## src/rtl/pe_nbr_fifo_if.sv

```systemverilog
// Handshake bundle between the upstream PE writer, the downstream PE reader and pe_nbr_fifo.
// When PE_NBR_FIFO_ERR_EN is defined the bundle also carries the sticky ovf_err/unf_err flags.
interface pe_nbr_fifo_if #(
   parameter int DW    = 16,
   parameter int DEPTH = 16
);
   localparam int AW = $clog2(DEPTH);

   logic          flush;
   logic          wr_en;
   logic [DW-1:0] wr_data;
   logic          rd_en;
   logic [DW-1:0] rd_data;
   logic          rd_valid;
   logic          full;
   logic          empty;
   logic [AW:0]   count;
`ifdef PE_NBR_FIFO_ERR_EN
   logic          ovf_err;
   logic          unf_err;
`endif

   modport master (
      output flush, wr_en, wr_data, rd_en,
`ifdef PE_NBR_FIFO_ERR_EN
      input  ovf_err, unf_err,
`endif
      input  rd_data, rd_valid, full, empty, count
   );

   modport slave (
      input  flush, wr_en, wr_data, rd_en,
`ifdef PE_NBR_FIFO_ERR_EN
      output ovf_err, unf_err,
`endif
      output rd_data, rd_valid, full, empty, count
   );
endinterface

```

## src/rtl/pe_nbr_fifo.sv

```systemverilog
// Neighbour-data FIFO between two systolic PEs; 1-cycle registered read, zero output when idle.
// Optional sticky overflow/underflow flags are built when PE_NBR_FIFO_ERR_EN is defined.
module pe_nbr_fifo #(
   parameter int DW    = 16,
   parameter int DEPTH = 16
) (
   input logic          clk,
   input logic          rst,
   pe_nbr_fifo_if.slave bus
);
   localparam int AW = $clog2(DEPTH);

   logic [AW:0]   wr_ptr;
   logic [AW:0]   rd_ptr;
   logic [DW-1:0] mem [DEPTH];
   logic          ptr_empty;
   logic          ptr_full;
   logic          rd_acc;
   logic          wr_acc;

   // Status comes from the registered pointers only, never from this cycle's requests.
   assign ptr_empty = (wr_ptr == rd_ptr);
   assign ptr_full  = (wr_ptr[AW-1:0] == rd_ptr[AW-1:0]) && (wr_ptr[AW] != rd_ptr[AW]);

   // A write at full is still taken when a read frees the head slot in the same cycle.
   assign rd_acc = bus.rd_en && !ptr_empty;
   assign wr_acc = bus.wr_en && (!ptr_full || rd_acc);

   assign bus.empty = ptr_empty;
   assign bus.full  = ptr_full;
   assign bus.count = wr_ptr - rd_ptr;

   always_ff @(posedge clk or posedge rst) begin
      if (rst) begin
         wr_ptr       <= '0;
         rd_ptr       <= '0;
         bus.rd_valid <= 1'b0;
         bus.rd_data  <= '0;
      end else if (bus.flush) begin
         wr_ptr       <= '0;
         rd_ptr       <= '0;
         bus.rd_valid <= 1'b0;
         bus.rd_data  <= '0;
      end else begin
         if (wr_acc) begin
            wr_ptr <= wr_ptr + 1'b1;
         end
         if (rd_acc) begin
            rd_ptr <= rd_ptr + 1'b1;
         end
         bus.rd_valid <= rd_acc;
         bus.rd_data  <= rd_acc ? mem[rd_ptr[AW-1:0]] : '0;
      end
   end

   // Storage has no reset; stale entries are unreachable once the pointers clear.
   always_ff @(posedge clk) begin
      if (wr_acc && !bus.flush) begin
         mem[wr_ptr[AW-1:0]] <= bus.wr_data;
      end
   end

`ifdef PE_NBR_FIFO_ERR_EN
   always_ff @(posedge clk or posedge rst) begin
      if (rst) begin
         bus.ovf_err <= 1'b0;
         bus.unf_err <= 1'b0;
      end else if (bus.flush) begin
         bus.ovf_err <= 1'b0;
         bus.unf_err <= 1'b0;
      end else begin
         if (bus.wr_en && !wr_acc) begin
            bus.ovf_err <= 1'b1;
         end
         if (bus.rd_en && ptr_empty) begin
            bus.unf_err <= 1'b1;
         end
      end
   end
`endif

endmodule

```

## src/flat_wrapper.sv

```systemverilog
// flat-port wrapper written by rule: the top's interface ports become plain ports
module pe_nbr_fifo_flat 
#(
   parameter int DW    = 16,
   parameter int DEPTH = 16
)
  (clk, rst, bus_flush, bus_wr_en, bus_wr_data, bus_rd_en, bus_rd_data, bus_rd_valid, bus_full, bus_empty, bus_count);
  pe_nbr_fifo_if #(.DW(DW), .DEPTH(DEPTH)) bus_i ();
  input logic clk;
  input logic rst;
  input wire logic [$bits(bus_i.flush)-1:0] bus_flush;
  input wire logic [$bits(bus_i.wr_en)-1:0] bus_wr_en;
  input wire logic [$bits(bus_i.wr_data)-1:0] bus_wr_data;
  input wire logic [$bits(bus_i.rd_en)-1:0] bus_rd_en;
  output wire logic [$bits(bus_i.rd_data)-1:0] bus_rd_data;
  output wire logic [$bits(bus_i.rd_valid)-1:0] bus_rd_valid;
  output wire logic [$bits(bus_i.full)-1:0] bus_full;
  output wire logic [$bits(bus_i.empty)-1:0] bus_empty;
  output wire logic [$bits(bus_i.count)-1:0] bus_count;
  assign bus_i.flush = bus_flush;
  assign bus_i.wr_en = bus_wr_en;
  assign bus_i.wr_data = bus_wr_data;
  assign bus_i.rd_en = bus_rd_en;
  assign bus_rd_data = bus_i.rd_data;
  assign bus_rd_valid = bus_i.rd_valid;
  assign bus_full = bus_i.full;
  assign bus_empty = bus_i.empty;
  assign bus_count = bus_i.count;
  pe_nbr_fifo #(.DW(DW), .DEPTH(DEPTH)) u_core (.clk(clk), .rst(rst), .bus(bus_i));
endmodule
```

## config.mk

```make
export PLATFORM = sky130hd
export DESIGN_NAME = pe_nbr_fifo_flat
export DESIGN_NICKNAME = d
export VERILOG_FILES = /design/src/rtl/pe_nbr_fifo_if.sv /design/src/rtl/pe_nbr_fifo.sv /design/src/flat_wrapper.sv
export SDC_FILE = /design/constraint.sdc
export NUM_CORES = 1
export LEC_CHECK = 0
export CORE_MARGIN = 10
export CORE_UTILIZATION = 54
export CTS_CLUSTER_SIZE = 16
export DETAILED_ROUTE_END_ITERATION = 8
export GPL_TIMING_DRIVEN = 1
export PLACE_DENSITY_LB_ADDON = 0.3
export SKIP_CTS_REPAIR_TIMING = 1
export SLEW_MARGIN = 0
export SYNTH_ARGS = -nofsm -noshare
export SYNTH_HDL_FRONTEND = slang
export SYNTH_SLANG_ARGS = --single-unit
export TNS_END_PERCENT = 1
```

## constraint.sdc

```tcl
create_clock -name clk -period 3.7 [get_ports clk]
set_input_delay 0.74 -clock clk [delete_from_list [all_inputs] [get_ports clk]]
set_output_delay 0.74 -clock clk [all_outputs]
set_load 0.02 [all_outputs]
```

# [Word level (Yosys, flattened, before mapping)]
# Memory sizes are Yosys's and may differ from the RTL's.
# Index checks and enable logic that the tools add are counted.
[totals] inputBits=21 wordCells=30 output_inout_bits=24 ramBits=256 memories=1 ff_bits=27
[classes] reduce_logical=10 n_eq_ne=3 n_mux=9 n_addsub=3
[mem_list] name="u_core.mem" depth=16 word_bits=16 rd=1 rd_clocked_by_memory_dff=0 write_ports=1 line="pe_nbr_fifo.sv:15" rtl="logic [DW-1:0] mem [DEPTH];"
[op_table] op="$mux 16" n=2
[op_table] op="$mux 5" n=4
[op_table] op="$add 5x1->5 const B" n=2
[op_table] op="$eq 5x5->1" n=1
[op_table] op="$sub 5x5->5" n=1
[op_table] op="$eq 4x4->1" n=1
[op_table] op="$logic_and 1x1->1" n=4
[op_table] op="$reduce_bool 2->1" n=2
[op_table] op="$logic_not 1->1" n=3
[op_table] op="$mux 1" n=3
[op_table] op="$logic_or 1x1->1" n=1
[op_table] op="$ne 1x1->1" n=1

# [Logic depth before layout (Yosys ltp)]
# Gate-level depths: netlist of the first run.
[logic_depth] word_depth=8 depth_mapped=10 depth_no_buf=7

# [Least setup slack after synthesis of the first run]
# No wires, ideal clock.
[synth_path] path_type="register to register" start="register u_core.rd_ptr[1]" end="memory u_core.mem[0][0] (enable)" n_path_buf=3 stages_incl_launch_ff=10 t_arrival_ps=3296 required_ps=3291 synth_period_minus_slack_ps=3705 setup_time_ps=409 setup_slack_ps=-5 cell_sequence="dfrtp_1 -> buf_2 -> buf_1 -> inv_1 -> ha_1 -> nand4_2 -> o31ai_1 -> buf_2 -> or2_2 -> nor3_1"
[synth_via] elab_chain_len=8 word_cells_on_any_way=11 cone_classes="2 x eq/ne; 2 x mux; 7 x reduce/logical"
[synth_rtl] element="start: declaration" line="pe_nbr_fifo.sv:14" rtl="logic [AW:0] rd_ptr;"
[synth_rtl] element="start signal: assignment" line="pe_nbr_fifo.sv:49" rtl="rd_ptr <= rd_ptr + 1'b1;"
[synth_rtl] element="$eq 5x5->1 or $eq 4x4->1 (tied branches)" line="pe_nbr_fifo.sv:22, pe_nbr_fifo.sv:23"
[synth_rtl] element="$logic_not 1->1 or $logic_and 1x1->1 (tied branches)" line="pe_nbr_fifo.sv:26, pe_nbr_fifo.sv:23"
[synth_rtl] element="$logic_and 1x1->1 or $logic_not 1->1 (tied branches)" line="pe_nbr_fifo.sv:26, pe_nbr_fifo.sv:27"
[synth_rtl] element="$logic_or 1x1->1 *" line="pe_nbr_fifo.sv:27" rtl="assign wr_acc = bus.wr_en && (!ptr_full || rd_acc);"
[synth_rtl] element="$logic_and 1x1->1 *" line="pe_nbr_fifo.sv:27"
[synth_rtl] element="$logic_and 1x1->1 *" line="pe_nbr_fifo.sv:58" rtl="if (wr_acc && !bus.flush) begin"
[synth_rtl] element="$mux 1 *" line="pe_nbr_fifo.sv:58"
[synth_rtl] element="$mux 1 (implied by the code) *" line="pe_nbr_fifo.sv:59" rtl="mem[wr_ptr[AW-1:0]] <= bus.wr_data;"
[synth_rtl] element="end: declaration" line="pe_nbr_fifo.sv:15"
# Every way passes the cells marked *; elsewhere a longest branch is shown, timed or not.

# [Final worst setup path of the first run]
[layout_path] start="register u_core.wr_ptr[0]" end="output port bus_count[4]"
[layout_via] elab_chain_len=1
[layout_rtl] element="start: declaration" line="pe_nbr_fifo.sv:13" rtl="logic [AW:0] wr_ptr;"
[layout_rtl] element="start signal: assignment" line="pe_nbr_fifo.sv:46" rtl="wr_ptr <= wr_ptr + 1'b1;"
[layout_rtl] element="$sub 5x5->5" line="pe_nbr_fifo.sv:31" rtl="assign bus.count = wr_ptr - rd_ptr;"
[layout_rtl] element="end: declaration" line="flat_wrapper.sv:19" rtl="output wire logic [$bits(bus_i.count)-1:0] bus_count;"
# Every way passes these cells.

==> flow_summary.yaml, run 1 <==
critical_path:
  required_ns: 2.96
  critPathMaxFanout: 4
  r2r_slack_ns: 0.89
  end_kind: "output pin"
  start_kind: "flip-flop"
  critical_path_arrival_ns: 2.73
  r2r_cells: 7
  crit_type: "flip-flop to output pin"
power:
  p_per_area_nw_per_um2: 558
  ir_worst_vdd_v: 0.000448
  power.leakage_nw: 4.35
synth:
  synth-edff-count: 256
  yosys_register_bits: 283
  synth_warnings: 0
  async_flop_share: 0.0954
  ys_seq_area_frac: 0.760
  synthCells: 513
  syn-num-nets: 544
  synthesis.area_um2: 11000
  synth.distinct_cells: 39
  syn_avg_cell_area_um2: 21.4
  ys.flop_type: "edfxtp_1"
place:
  dp_hpwl_um: 13200
  numPortBuffers: 44
  place_congestion: 0.798
  dp_cells: 833
  post-place-ws_ns: 0.770
finish:
  final_cells: 881
  fill_cells: 1378
  layout_commonest_cell: "edfxtp_1"
  antennaDiodeCount: 0
  fin_util: 0.633
  layout_common_cells: "256 x edfxtp_1, 64 x mux4_2, 44 x clkdlybuf4s50_1"
  nNetsFinal: 622
  drive_gt1_frac: 0.236
  area_growth_pct: 16.0
min_path:
  min_path_type: "flip-flop to flip-flop"
  holdPathStages: 2
cts:
  clkLatencyLatePin_ns: 0.53
  cts_buffer_depth: 3
  htree_levels: 1
  clockRootBuffer: "clkbuf_16"
  cts_buffers: 26
  path_clk_slew_ns: 0.06
  cts_tree: "yes"
  clock-sinks: 283
sta:
  setup_viol: 0
  worst_slack_ns: 0.235
  finalHoldViolations: 0
  grt_setup_unrepaired: "no"
  fin_crit_sh: 0.937
  worst_slew_pin_slew_ns: 0.908
  period_minus_slack_ns: 3.47
  slew_headroom: 0.395
  final.setup_skew_ns: 0.0103
  finalSetupTns_ns: 0
  drv_slew: 0
  whs_ns: 0.603
  fmax_mhz: 289
global_route:
  grt_pass1_vias: 5527
  grt.total_usage: 0.173
  grt_pass1_wl_um: 34600
  antenna_found_initial: 0
  grt_max_degree: 45
  grt-ovfl-total: 0
detailed_routing:
  first_iter_violations: 574
  vias: 5333
  vias_per_cell: 6.05
  dr.pass1.iters: 5
  drc_errors: 0
  ant_nets: 0
  wl_um: 22700
  avgRoutedWirePerCell_um: 25.8
die:
  dieArea_um2: 26500
  die_w_um: 163
  die_y_um: 163
  rows: 52
  ios: 45
  start_util: 0.545
  core_area_um2: 20200
run:
  drv_cap: 0
outcome:
  status: "finished clean"
[path summary, 6_finish.rpt]
kind / end / from
hold / removal: u_core.rd_ptr[3] / u_core.rd_ptr[3]
hold reg to reg: u_core.rd_ptr[3] / u_core.rd_ptr[3]
setup reg to reg: u_core.mem[11][11] / u_core.wr_ptr[2]
min in group asynchronous: u_core.rd_ptr[4] / rst
max in group asynchronous: u_core.rd_ptr[0] / rst
setup / recovery: bus_count[4] / u_core.wr_ptr[0]
[kinds of logic after synthesis]
kind of cell | count (synthesis) | share of synthesized area
flip-flops | 283 | 0.760
multiplexers | 98 | 0.162
AND/OR/NAND/NOR | 47 | 0.0238
buffers and inverters | 35 | 0.0156
AO/OA/AOI/OAI | 30 | 0.0176
XOR/XNOR | 10 | 0.00865
adder cells (fa/ha/maj) | 10 | 0.0121
[power breakdown]
| part | switching [mW] | total, mW | internal, mW | leakage [nW] |
|---|---|---|---|---|
| clock network | 1.09 | 2.64 | 1.55 | 0.406 |
| logic | 0.466 | 0.927 | 0.460 | 1.27 |
| registers | 0.0218 | 3.56 | 3.54 | 2.67 |
[state kept, by name, indices dropped and copies added (netlist names)]
signal,cells
u_core.bus.rd_valid,1
u_core.wr_ptr,5
u_core.rd_ptr,5
u_core.mem,256
u_core.bus.rd_data,16
[worst max-delay path, stage by stage, from the launching register on]
cell	delay (ns)
dfrtp_1	0.39
inv_1	0.12
ha_1	0.23
fa_1	0.42
inv_1	0.08
a21o_1	0.12
a21oi_1	0.08
xnor2_1	0.14
clkdlybuf4s50_1	0.62
[cell type report]
cell class	instances	area, um^2	area share
Sequential cell	283	8370	0.656
Multi-Input combinational cell	195	2500	0.196
Clock inverter	9	116	0.00912
Clock buffer	39	721	0.0565
Timing Repair Buffer	75	673	0.0528
Tap cell	270	338	0.0265
Inverter	10	37.5	0.00294
[metrics by stage]
stage	area (um^2)	total power, mW
6_report	12800	7.12
5_1_grt	12800	7.38
4_1_cts	12800	7.20
3_5_place_dp	11900	4.57
3_3_place_gp	11900	4.55
2_1_floorplan	11000	4.28
[synthesized netlist by cell type, types with 4 or more instances]
cell type    n  area share
a21oi_1      4      0.0018
and2_1       8      0.0046
buf_2        7      0.0032
clkbuf_1     9      0.0031
dfrtp_1     27       0.061
edfxtp_1   256        0.70
ha_1         9       0.010
inv_1        9      0.0031
mux2i_1     34       0.031
mux4_2      64        0.13
nand2b_1     5      0.0028
nor2_1      10      0.0034
nor3_1       9      0.0041
o21ai_0      4      0.0018
o22ai_1     15      0.0085
or3_1        4      0.0023
xnor2_1      6      0.0048
[layer usage]
| metal | track usage | up-vias | share of wire |
|---|---|---|---|
| li1 | - | 2255 | - |
| met1 | 0.242 | 2835 | 0.42 |
| met2 | 0.273 | 201 | 0.48 |
| met3 | 0.0349 | 42 | 0.072 |
| met4 | 0.0504 | 0 | 0.022 |
| met5 | 0 | - | 0 |
No activity file was read; power rests on OpenSTA's default activity.
==> run 2: changes to the inputs <==
Settings changed: CORE_UTILIZATION 54 to 55, CTS_BUF_LIST set to sky130_fd_sc_hd__clkbuf_4.
==> run 2 against run 1 <==
Worst setup slack gained 0.063 ns. Sequential power is essentially flat. Count of clock-buffer cells in the layout grew 66. Final area grew 0.34%. Global-route usage grew 0.75 points. Wire length grew 0.79%. Via count grew 4.1%. Sequential share of layout area shrank 0.22 points. Critical path depth shrank 3. Non-clock buffer count shrank 3. Combinational power grew 1%. Clock skew grew 0.021 ns. Critical endpoint is now bus_count[2]. Largest power group unchanged.
==> flow_summary.yaml, run 2 (synthesis gave the netlist of run 1 again) <==
global_route:
  grt_pass1_vias: 6074
  grt_max_degree: 41
  grt-ovfl-total: 0
  antenna_found_initial: 1
  grt_pass1_wl_um: 35400
  grt.total_usage: 0.181
cts:
  clock-sinks: 283
  path_clk_slew_ns: 0.06
  clockRootBuffer: "clkbuf_4"
  cts_buffers: 73
  clkLatencyLatePin_ns: 0.67
  htree_levels: 3
  cts_tree: "yes"
  cts_buffer_depth: 3
min_path:
  min_path_type: "input pin to asynchronous set/reset pin"
finish:
  layout_commonest_cell: "edfxtp_1"
  seq_area_um2: 8370
  area_growth_pct: 16.4
  nNetsFinal: 666
  fin_util: 0.654
  layout_common_cells: "256 x edfxtp_1, 105 x clkbuf_4, 64 x mux4_2"
  drive_gt1_frac: 0.317
  largest_reg_flops: 256
  multi_input_area_um2: 2500
  fill_cells: 1371
  finalInstanceArea_um2: 12800
place:
  numPortBuffers: 44
  placedInstanceArea_um2: 11900
  dp_hpwl_um: 13500
  place_congestion: 0.838
critical_path:
  start_kind: "flip-flop"
  crit_chain: "inv_1 -> ha_1 -> fa_1 -> xnor2_1 -> clkdlybuf4s50_1"
  critPathMaxFanout: 4
  critical_path_arrival_ns: 2.66
  slowest_stage: "clkdlybuf4s50_1"
  required_ns: 2.96
  end_kind: "output pin"
  crit_type: "flip-flop to output pin"
  critPathMaxStageDelay_ns: 0.63
die:
  die_y_um: 161
  ios: 45
  dieArea_um2: 26100
  core_area_um2: 19600
  rows: 51
  die_w_um: 161
  start_util: 0.561
detailed_routing:
  dr.pass1.iters: 5
  drc_errors: 0
  vias_per_cell: 5.82
  ant_nets: 0
  first_iter_violations: 503
  wl_um: 22900
  avgRoutedWirePerCell_um: 24.0
  vias: 5554
sta:
  fmax_mhz: 294
  slew_headroom: 0.452
  worst_slew_pin_slew_ns: 0.821
  setup_viol: 0
  final.setup_skew_ns: 0.0318
  drv_slew: 0
  fin_crit_sh: 0.920
  period_minus_slack_ns: 3.40
  grt_setup_unrepaired: "no"
  finalHoldViolations: 0
power:
  p_per_area_nw_per_um2: 551
  power.leakage_nw: 4.49
  ir_worst_vdd_v: 0.000426
run:
  drv_cap: 0
outcome:
  status: "finished clean"
[run 2: cell count changes in the layout (fill, tap and decap cells not counted), sizes merged]
| cell | before | now |
|---|---|---|
| inv | 10 | 11 |
| clkbuf | 39 | 105 |
| buf | 31 | 28 |
| clkinv | 6 | 21 |
| bufinv | 3 | 1 |
| clkdlybuf4s50 | 44 | 43 |
| diode | 0 | 1 |
| dlymetal6s2s | 0 | 1 |
[run 2: cell type report]
class / instances / share of cell area
Antenna cell: 1 / 0.000195
Clock inverter: 23 / 0.00909
Clock buffer: 105 / 0.0616
Sequential cell: 283 / 0.654
Multi-Input combinational cell: 195 / 0.196
Inverter: 10 / 0.00293
Tap cell: 265 / 0.0259
Timing Repair Buffer: 72 / 0.0510
[run 2: metal layers]
metal	vias to the layer above	track usage	routed length (um)
met2	265	0.283	11200
met3	48	0.0440	1740
met5	-	0	0
met4	0	0.0749	527
li1	2400	-	-
met1	2841	0.239	9440
[run 2: through the flow]
step / instances / TNS (ns) / setup slack [ns] / hold WS [ns] / total power, mW
6_report: 954 / 0 / 0.297 / 0.478 / 7.05
5_1_grt: 954 / 0 / 0.128 / 0.524 / 7.39
3_5_place_dp: 825 / 0 / 0.696 / 0.607 / 4.58
3_3_place_gp: 825 / 0 / 0.855 / 0.607 / 4.56
4_1_cts: 953 / 0 / 0.0487 / 0.480 / 7.15
2_1_floorplan: 513 / -0.319 / -0.00498 / 0.548 / 4.28
[run 2: worst max-delay path: cells and delay by family (launching register included)]
| family | cells | cell delay (ns) |
|---|---|---|
| XOR/XNOR | 1 | 0.17 |
| adder cells (fa/ha/maj) | 2 | 0.66 |
| buffers and inverters | 2 | 0.76 |
| flip-flops | 1 | 0.41 |
[run 2: worst paths after layout]
check / endpoint / slack, ns / depth (start not counted) / start
setup / recovery: bus_count[2] / 0.30 / 5 / u_core.wr_ptr[0]
hold / removal: u_core.bus.rd_data[12] / 0.48 / 2 / rst
setup reg to reg: u_core.mem[8][15] / 0.78 / 7 / u_core.wr_ptr[2]
hold reg to reg: u_core.rd_ptr[3] / 0.62 / 2 / u_core.rd_ptr[3]
max in group asynchronous: u_core.bus.rd_data[2] / 2.55 / 3 / rst
min in group clk: u_core.rd_ptr[3] / 0.62 / 2 / u_core.rd_ptr[3]
[run 2: where the power goes]
part,internal [mW],total (mW),switching (mW)
logic,0.460,0.936,0.476
clock network,1.37,2.56,1.19
registers,3.53,3.56,0.0219
